`src/rtl/ysyx_22041405_ifu.sv`:
```
`default_nettype none
// ============================================================================
// Module   : ysyx_22041405_ifu
// Brief    : Instruction fetch unit. It owns the PC, keeps at most one memory
//            request in flight and hands {instr, pc} to decode over a
//            valid/ready handshake.
// Revision : 1.0  initial release
// ============================================================================
module ysyx_22041405_ifu #(
    parameter int                 WIDTH    = 32,
    parameter logic [WIDTH-1:0]   RESET_PC = WIDTH'(32'h8000_0000)
) (
    input  logic             clk,
    input  logic             rst,

    input  logic             redirect_valid,
    input  logic [WIDTH-1:0] redirect_pc,

    output logic             imem_req_valid,
    input  logic             imem_req_ready,
    output logic [WIDTH-1:0] imem_req_addr,
    input  logic             imem_rsp_valid,
    input  logic [WIDTH-1:0] imem_rsp_data,

    output logic             id_valid,
    input  logic             id_ready,
    output logic [WIDTH-1:0] id_instr,
    output logic [WIDTH-1:0] id_pc
);

    localparam logic [1:0]       c_ST_REQ  = 2'd0;
    localparam logic [1:0]       c_ST_WAIT = 2'd1;
    localparam logic [1:0]       c_ST_HOLD = 2'd2;
    localparam logic [WIDTH-1:0] c_NOP     = WIDTH'(32'h0000_0013);
    localparam logic [WIDTH-1:0] c_ALIGN   = WIDTH'(3);
    localparam logic [WIDTH-1:0] c_STEP    = WIDTH'(4);

    logic [1:0]       r_state_q, w_state_d;
    logic [WIDTH-1:0] r_pc_q,    w_pc_d;
    logic             r_kill_q,  w_kill_d;
    logic [WIDTH-1:0] r_instr_q, w_instr_d;
    logic [WIDTH-1:0] r_id_pc_q, w_id_pc_d;

    logic [WIDTH-1:0] w_redirect_pc;
    logic             w_consume;

    assign w_redirect_pc = redirect_pc & ~c_ALIGN;
    assign w_consume     = (r_state_q == c_ST_HOLD) && id_ready;

    always_comb begin
        w_state_d = r_state_q;
        w_pc_d    = r_pc_q;
        w_kill_d  = r_kill_q;
        w_instr_d = r_instr_q;
        w_id_pc_d = r_id_pc_q;

        case (r_state_q)
            c_ST_REQ: begin
                if (imem_req_ready) begin
                    w_state_d = c_ST_WAIT;
                    // The request for the old PC is already gone; its data must be dropped.
                    if (redirect_valid) begin
                        w_kill_d = 1'b1;
                    end
                end
            end
            c_ST_WAIT: begin
                if (imem_rsp_valid) begin
                    if (r_kill_q || redirect_valid) begin
                        w_kill_d  = 1'b0;
                        w_state_d = c_ST_REQ;
                    end else begin
                        w_instr_d = imem_rsp_data;
                        w_id_pc_d = r_pc_q;
                        w_state_d = c_ST_HOLD;
                    end
                end else if (redirect_valid) begin
                    w_kill_d = 1'b1;
                end
            end
            c_ST_HOLD: begin
                if (redirect_valid) begin
                    w_state_d = c_ST_REQ;
                end else if (w_consume) begin
                    w_pc_d    = r_pc_q + c_STEP;
                    w_state_d = c_ST_REQ;
                end
            end
            default: begin
                w_state_d = c_ST_REQ;
            end
        endcase

        // A redirect always overrides the sequential PC update.
        if (redirect_valid) begin
            w_pc_d = w_redirect_pc;
        end
    end

    always_ff @(posedge clk) begin
        if (rst) begin
            r_state_q <= c_ST_REQ;
            r_pc_q    <= RESET_PC;
            r_kill_q  <= 1'b0;
            r_instr_q <= c_NOP;
            r_id_pc_q <= '0;
        end else begin
            r_state_q <= w_state_d;
            r_pc_q    <= w_pc_d;
            r_kill_q  <= w_kill_d;
            r_instr_q <= w_instr_d;
            r_id_pc_q <= w_id_pc_d;
        end
    end

    assign imem_req_valid = (r_state_q == c_ST_REQ) && !rst;
    assign imem_req_addr  = r_pc_q & ~c_ALIGN;
    assign id_valid       = (r_state_q == c_ST_HOLD);
    assign id_instr       = r_instr_q;
    assign id_pc          = r_id_pc_q;

    // A response can only legally arrive while a request is outstanding.
    a_rsp_only_in_wait : assert property (
        @(posedge clk) disable iff (rst) imem_rsp_valid |-> (r_state_q == c_ST_WAIT)
    );

endmodule
`default_nettype wire

```
`config.mk`:
```
export PLATFORM = sky130hd
export DESIGN_NAME = ysyx_22041405_ifu
export DESIGN_NICKNAME = d
export VERILOG_FILES = /design/src/rtl/ysyx_22041405_ifu.sv
export SDC_FILE = /design/constraint.sdc
export NUM_CORES = 1
export LEC_CHECK = 0
export ABC_AREA = 1
export CORE_MARGIN = 2
export CORE_UTILIZATION = 35
export DETAILED_ROUTE_END_ITERATION = 8
export GPL_ROUTABILITY_DRIVEN = 0
export HOLD_SLACK_MARGIN = 0.05
export PLACE_DENSITY = 0.7
export SETUP_SLACK_MARGIN = 0.2
export SYNTH_ARGS = -nofsm -noshare
export SYNTH_HDL_FRONTEND = slang
export SYNTH_SLANG_ARGS = --single-unit
```
`constraint.sdc`:
```
create_clock -name clk -period 3.12 [get_ports clk]
set_clock_uncertainty 0.15 [all_clocks]
set_input_delay 0.624 -clock clk [delete_from_list [all_inputs] [get_ports clk]]
set_output_delay 0.624 -clock clk [all_outputs]
set_load 0.03 [all_outputs]
```
==> results of run 1 <==
[cells in the mapped netlist (2+ instances only)]
master    instances
nand2_1         128
clkbuf_1         14
xnor2_1           2
inv_2             6
o21ai_1           3
nor3_1            2
nand3_1          21
nor2_4            2
buf_1             2
dfxtp_1          95
buf_4            11
nor2_2            9
nor2_1          129
nand3_2           2
nand4_1           2
inv_1            46
buf_2             8
a31oi_1           7
a21oi_1          46
xor2_1           12
o21ai_0          76
nand2_2           3
[registers in the layout, indices dropped and copies added, names as in the netlist]
name / count
id_instr: 32
id_pc: 30
r_kill_q: 1
r_pc_q: 30
r_state_q: 2
[power by group]
part	total [mW]	switching [mW]	internal, mW
sequential	1.32	0.0530	1.27
combinational	0.496	0.273	0.223
clock	1.21	0.466	0.746
total	3.03	0.792	2.24
[kinds of logic after synthesis]
| logic type | share of synthesized area [%] |
|---|---|
| AO/OA/AOI/OAI | 16.0 |
| XOR/XNOR | 2.79 |
| adder cells (fa/ha/maj) | 0.285 |
| buffers and inverters | 8.69 |
| flip-flops | 43.3 |
| other | 0.0854 |
| AND/OR/NAND/NOR | 28.9 |
[through the flow]
step           power, mW  utilization (%)  worst slack [ps]  std cells  hold slack, ps
2_1_floorplan       1.60                -               945        642             346
4_1_cts             3.05             53.3               754        964             328
3_3_place_gp        1.83             50.6               765        948             307
6_report            3.03             53.3               769        964             327
5_1_grt             3.14             53.3               713        964             346
3_5_place_dp        1.84             50.6               714        948             310
[area by class of cell]
class | instances | area [sq um]
Clock buffer | 13 | 260
Fill cell | 1164 | 5660
Timing Repair Buffer | 173 | 1700
Sequential cell | 95 | 1900
Multi-Input combinational cell | 459 | 2120
Clock inverter | 3 | 65.1
Inverter | 53 | 199
Tap cell | 168 | 210
[worst max-delay path by stage]
stage / startpoint / to / depth (start not counted)
floorplan: rst / imem_req_valid / 3
global placement: redirect_valid / id_pc[28] / 7
detailed placement: redirect_valid / id_pc[30] / 7
CTS: r_pc_q[4] / imem_req_addr[4] / 1
global route: r_pc_q[4] / imem_req_addr[4] / 1
finish: r_pc_q[19] / imem_req_addr[19] / 1
[routing by layer]
layer  track usage (%)  wire, um
met1              27.3      6090
met2              33.3      6380
met3              4.86      1030
met4              9.37       374
met5                 0         0
==> flow_summary.ini, run 1 <==
[synthesis]
ys_ff_latch = 95
synth_flop_cell = dfxtp_1
synth_area_leaders = dfxtp_1 (43%), nor2_1 (11%), nand2_1 (11%)
netlist_instances = 639
synth_edf_count = 0
synth_top_area_share_pct = 43.3
async_flop_share_pct = 0
synth_cell_types = 35
syn_avg_cell_area_sq_um = 6.87
yosysSeqAreaShare_pct = 43.3
synth_top_cell_by_area = dfxtp_1
ys.warnings.count = 0
netlist_area_sq_um = 4390

[sta]
fin_crit_sh_pct = 75.3
fin_tns_setup_ps = 0
setup_viol = 0
fin_crit_ps = 2350
fmax_mhz = 425
drv_slew = 0
rsz0062_at_grt = false
final-hold-violation-count = 0

[clock_tree]
clock_sinks = 95
clk_path_buf_depth = 2
root_buffer = clkbuf_16
cts_tree = done
hold_buffers = 0
numCtsBuffers = 9
cts-htree-levels = 3
post-cts-setup-buffer-count = 0
clkTransAtPathRegs_ps = 60
cts_resized = 0
worst_skew_pair.late_latency_ps = 340

[power_and_ir_drop]
p_leak_nw = 2.46
pwr_density_cell_nw_per_um2 = 469
vdd_drop_max_mv = 0.289

[critical_path]
worst_ep_arrival_time_ps = 1580
path_max_fanout = 6
rr_worst_depth = 8
crit_required_ps = 2350
startpoint_type = flop
worstReg2RegEnd = r_pc_q[26]
end_kind = output pin
cp_top_family = buffers and inverters
crit_chain = clkdlybuf4s50_1
rrSetupSlack_ps = 1280
cp_num_buf_inv = 1
crit_path_top_delay_cell = clkdlybuf4s50_1
worst-setup-path-type = reg -> out
cpPeakStageDelay_ps = 740
r2r-start = r_pc_q[2]

[layout]
final_nets = 862
final_cell_mix = clkdlybuf4s50_1 (160), nor2_1 (129), nand2_1 (128), dfxtp_1 (95), o21ai_0 (76)
diodes = 0
fin_area_sq_um = 6460
drive_above_1_share_pct = 6.53
syn2layout_area_growth_pct = 47.0
final_common_cell = clkdlybuf4s50_1

[placed_design]
dpl.hpwl_um = 10300
io_buffers = 161
place_area_sq_um = 6130

[global_route]
grt_pass1_vias = 4387
gr-total-overflow = 0
grt_util_all_layers_pct = 21.0
antenna_found_initial = 0
grt_max_degree = 51
grt_pass1_wl_um = 22000

[routing]
num_vias = 4631
routed_wl_um = 13900
viasPerCell = 4.80
drt_iter0_drc = 252
ant_nets = 0
drc = 0
routedWlPerCell_um = 14.4
dr.pass1.iters = 5

[worst_hold_path]
holdPathEnd = id_instr[1]
hp-class = reg -> reg
hold_path_startpoint = id_instr[1]
hold_depth = 2

[job]
maxCapViolCount = 0

[die]
start_util_pct = 36.3
die_w_um = 116
io_pins = 168
core_sq_um = 12100
num_rows = 40
fp.dieH_um = 116
die-area_sq_um = 13500

[status]
status = completed
Power figures use the tool's default switching activity.
==> inputs of run 2 (changes only) <==
==> constraint.sdc (replaced) <==
create_clock -name clk -period 2.2 [get_ports clk]
set_clock_uncertainty 0.15 [all_clocks]
set_input_delay 0.44 -clock clk [delete_from_list [all_inputs] [get_ports clk]]
set_output_delay 0.44 -clock clk [all_outputs]
set_load 0.03 [all_outputs]
==> run 2 against run 1 <==
Compared with the run above: final area up 0.81%; routed wire length up 0.70%; highest routed layer unchanged; critical path type unchanged; first-iteration DRC count up 25%; critical path depth unchanged.
==> flow_summary.ini, run 2 (synthesis results as in run 1) <==
[critical_path]
crit_path_top_delay_cell = clkdlybuf4s50_1
cp_top_family = buffers and inverters
startpoint_type = flop
end_kind = output pin
critPathLaunch = id_pc[13]
cp_num_buf_inv = 1
worst-setup-path-type = reg -> out
path_max_fanout = 2
cpPeakStageDelay_ps = 680
crit_chain = clkdlybuf4s50_1
worst_ep_arrival_time_ps = 1370
crit_required_ps = 1610
r2r-start = r_pc_q[2]

[routing]
viasPerCell = 4.84
routedWlPerCell_um = 14.4
num_vias = 4689
routed_wl_um = 14000
drt_iter0_drc = 314
ant_nets = 0
drc = 0
dr.pass1.iters = 5

[clock_tree]
worst_skew_pair.late_latency_ps = 340
cts_tree = done
numCtsBuffers = 9
root_buffer = clkbuf_16
clkTransAtPathRegs_ps = 70
cts-htree-levels = 3
clk_path_buf_depth = 2
clock_sinks = 95

[layout]
multi_input_area_sq_um = 2120
n_fill_cell = 1189
final_nets = 867
final_cell_mix = nor2_1 (129), nand2_1 (128), clkdlybuf4s50_1 (124), dfxtp_1 (95), o21ai_0 (76)
diodes = 0
syn2layout_area_growth_pct = 48.2
largest_register_ffs = 32
regArea_sq_um = 1900
drive_above_1_share_pct = 7.24
final_common_cell = nor2_1

[global_route]
grt_max_degree = 62
grt_pass1_vias = 4500
grt_pass1_wl_um = 22300
gr-total-overflow = 0
grt_util_all_layers_pct = 21.0
antenna_found_initial = 0

[sta]
fin_crit_sh_pct = 89.1
setup_viol = 0
fin_tns_setup_ps = 0
drv_slew = 0
final-hold-violation-count = 0
fmax_mhz = 510
fin_crit_ps = 1960
worst_slack_ps = 240
rsz0062_at_grt = false

[placed_design]
io_buffers = 161
post-place-ws_ps = 63.1
dpl.hpwl_um = 10300

[power_and_ir_drop]
p_leak_nw = 2.72
pwr_density_cell_nw_per_um2 = 650
vdd_drop_max_mv = 0.362

[die]
die_w_um = 116
core_sq_um = 12100
io_pins = 168
start_util_pct = 36.3
fp.dieH_um = 116
num_rows = 40
die-area_sq_um = 13500

[status]
status = completed

[worst_hold_path]
hp-class = reg -> reg
hold_path_startpoint = id_instr[26]

[job]
maxCapViolCount = 0
## run 2: cell types whose count changed in the layout (fill, tap and decap cells not counted), moves of 3 or more
| cell | before | now |
|---|---|---|
| buf_12 | 0 | 3 |
| dlygate4sd2_1 | 0 | 27 |
| clkdlybuf4s50_1 | 160 | 124 |
| dlymetal6s2s_1 | 0 | 9 |
## run 2: report_power, final
part / total [mW] / switching [mW] / internal, mW
logic: 0.700 / 0.393 / 0.307
clock network: 1.66 / 0.672 / 0.992
registers: 1.87 / 0.0709 / 1.80
## run 2: final timing paths
kind | end | slack, ps | cells after the start
hold reg to reg | id_instr[26] | 330 | 2
setup reg to reg | r_pc_q[26] | 340 | 8
hold / removal | id_instr[26] | 330 | 2
setup / recovery | id_pc[13] | 240 | 1
## run 2: metrics by stage
stage                     util, %  power, mW  hold WS (ps)  std cells  area (sq um)
after floorplan                 -       2.27           346        642          4400
after global placement       51.2       2.61           308        953          6210
after detailed placement     51.2       2.63           308        953          6210
after CTS                    53.6       4.27           333        969          6490
after global routing         53.7       4.41           359        969          6510
final                        53.7       4.23           330        969          6510
## run 2: area by class of cell
| type | count | share of cell area [%] |
|---|---|---|
| Clock buffer | 10 | 3.52 |
| Clock inverter | 6 | 1.31 |
| Inverter | 53 | 3.06 |
| Multi-Input combinational cell | 459 | 32.6 |
| Sequential cell | 95 | 29.2 |
| Tap cell | 168 | 3.23 |
| Timing Repair Buffer | 178 | 27.1 |
## run 2: what timing repair did
item,4_1_cts,5_1_grt
gates resized for setup,27,9
hold buffers,0,0
setup endpoints to repair,27,9
buffers inserted,0,0
## run 2: layer usage
layer / share of wire [%] / vias up / track usage (%)
met1: 43 / 2164 / 27.0
met4: 1.4 / 0 / 7.30
met2: 48 / 170 / 35.2
li1: - / 2339 / -
met3: 7.5 / 16 / 4.13
met5: 0 / - / 0
==> inputs of run 3 (changes only) <==
--- a/config.mk
+++ b/config.mk
@@ -6,12 +6,15 @@
 export NUM_CORES = 1
 export LEC_CHECK = 0
 export ABC_AREA = 1
+export CELL_PAD_IN_SITES_DETAIL_PLACEMENT = 1
+export CELL_PAD_IN_SITES_GLOBAL_PLACEMENT = 1
 export CORE_MARGIN = 2
-export CORE_UTILIZATION = 35
+export CORE_UTILIZATION = 31
+export CTS_BUF_LIST = sky130_fd_sc_hd__clkbuf_2
 export DETAILED_ROUTE_END_ITERATION = 8
 export GPL_ROUTABILITY_DRIVEN = 0
 export HOLD_SLACK_MARGIN = 0.05
-export PLACE_DENSITY = 0.7
+export PLACE_DENSITY = 0.86
 export SETUP_SLACK_MARGIN = 0.2
 export SYNTH_ARGS = -nofsm -noshare
 export SYNTH_HDL_FRONTEND = slang
==> run 3 against run 2 <==
Compared with the run above: via count hardly changed; sequential share of layout area is 2.0 points higher; critical path type unchanged; largest cell class unchanged; power is 20% lower; worst setup slack worse by 60 ps; combinational power is 3.7% higher; sequential power hardly changed; register-to-register slack better by 40 ps; global-route usage is 0.55 points lower.
==> flow_summary.ini, run 3 (synthesis results as in run 1) <==
[power_and_ir_drop]
power_frac_comb_pct = 21.4
vdd_drop_max_mv = 0.254
power_switching_mw = 1.12
clock_power_share_pct = 23.6
pwr_density_cell_nw_per_um2 = 523
p_int_mw = 2.27
p_leak_nw = 2.59
finalPower_mw = 3.39
sw_frac_of_total_pct = 33.1
power.share.sequential_pct = 55.0

[layout]
n_fill_cell = 1798
fin_area_sq_um = 6490
drive_above_1_share_pct = 27.5
final_common_cell = nand2_1
syn2layout_area_growth_pct = 47.7
final_cell_mix = nand2_1 (128), nor2_1 (127), o21ai_0 (76), clkdlybuf4s50_1 (67), a21oi_1 (46)
final_nets = 880
utilization_pct = 46.7
largest_register_ffs = 32

[critical_path]
startpoint_type = flop
rr_worst_depth = 8
crit_required_ps = 1610
worstReg2RegEnd = r_pc_q[22]
end_kind = output pin
rrSetupSlack_ps = 380
path_max_fanout = 3
endpoint = id_valid
r2r-start = r_pc_q[2]
worst-setup-path-type = reg -> out
worst_ep_arrival_time_ps = 1430
critPathLaunch = r_state_q[1]

[status]
status = completed

[clock_tree]
root_buffer = clkbuf_2
hold_buffers = 0
clk_path_buf_depth = 2
worst_skew_pair.late_latency_ps = 630
clock_sinks = 95
clkTransAtPathRegs_ps = 290
numCtsBuffers = 9
cts_tree = done
cts-htree-levels = 3

[sta]
rsz0062_at_grt = true
fmax_mhz = 495
worst_slack_ps = 179
setup_viol = 0
final-hold-violation-count = 0
fin_crit_ps = 2020
fin_crit_sh_pct = 91.8
drv_slew = 0
fin_tns_setup_ps = 0

[die]
io_pins = 168
die-area_sq_um = 15100
die_w_um = 123
fp.dieH_um = 123
core_sq_um = 13900
num_rows = 43
start_util_pct = 31.6

[routing]
routedWlPerCell_um = 15.4
ant_nets = 0
drt_iter0_drc = 187
routed_wl_um = 15400
num_vias = 4688
viasPerCell = 4.71
dr.pass1.iters = 4
drc = 0

[global_route]
grt_pass1_wl_um = 24000
antenna_found_initial = 2
grt_util_all_layers_pct = 20.4
grt_max_degree = 49
gr-total-overflow = 0
grt_pass1_vias = 4720

[job]
maxCapViolCount = 0

[placed_design]
dpl.hpwl_um = 11400
post-place-ws_ps = 72.5
io_buffers = 161
place_area_sq_um = 6260

[worst_hold_path]
hp-class = in -> reg
-- run 3: changes by cell type in the layout (fill, tap and decap cells not counted), sizes merged --
cell and delta:
clkdlybuf4s50 -57, clkdlybuf4s15 +46, buf +35, dlygate4sd2 -27
clkdlybuf4s18 +18, dlymetal6s2s -9, clkbuf +7, inv +3
bufinv -2, diode +2, clkinvlp -1
-- run 3: repair_timing --
item / 4_1_cts / 5_1_grt
endpoints found under the setup margin: 94 / 62
buffers inserted: 3 / 7
pin swaps: 1 / 1
gates resized for setup: 330 / 95
-- run 3: per-stage QoR --
step / hold slack (ps) / instances
2_1_floorplan: 346 / 642
3_3_place_gp: 302 / 968
3_5_place_dp: 311 / 968
4_1_cts: 136 / 987
5_1_grt: 134 / 996
6_report: 165 / 996
-- run 3: power by group through the flow --
stage | clock network, mW | logic (mW) | registers [mW]
floorplan | 0 | 0.236 | 2.04
global placement | 0 | 0.724 | 1.90
detailed placement | 0 | 0.736 | 1.91
CTS | 0.839 | 0.723 | 1.87
global route | 0.916 | 0.789 | 1.88
finish | 0.801 | 0.726 | 1.86
-- run 3: metal layers --
metal  track usage [%]  wire length [um]  vias to the layer above
li1                  -                 -                     2382
met1              26.0              7030                     2185
met2              34.1              7340                       99
met3              5.03               722                       22
met4              6.25               285                        0
met5                 0                 0                        -
-- run 3: final cells by class --
class	count	area [sq um]	area share, %
flip-flops and latches	95	2030	31.2
clock buffers	10	50.0	0.772
diodes	2	5.00	0.0772
well taps	180	225	3.47
multi-input cells	459	2130	32.9
clock inverters	6	43.8	0.675
repair buffers	191	1810	27.8
inverters	53	199	3.07
-- run 3: worst min-delay path by stage --
| stage | start | to | slack [ps] | depth (start not counted) |
|---|---|---|---|---|
| after global placement | id_instr[4] | id_instr[4] | 300 | 2 |
| after floorplan | r_state_q[0] | r_state_q[0] | 350 | 3 |
| final | imem_rsp_data[0] | id_instr[0] | 160 | 3 |
| after detailed placement | id_instr[4] | id_instr[4] | 310 | 2 |
| after global routing | imem_rsp_data[1] | id_instr[1] | 130 | 3 |
| after CTS | imem_rsp_data[0] | id_instr[0] | 140 | 3 |
-- run 3: worst max-delay path, cell delays in order (launching register included) --
cell     delay [ps]
dfxtp_4         420
buf_4           130
nand2_1          70
inv_2            50
buf_6           130
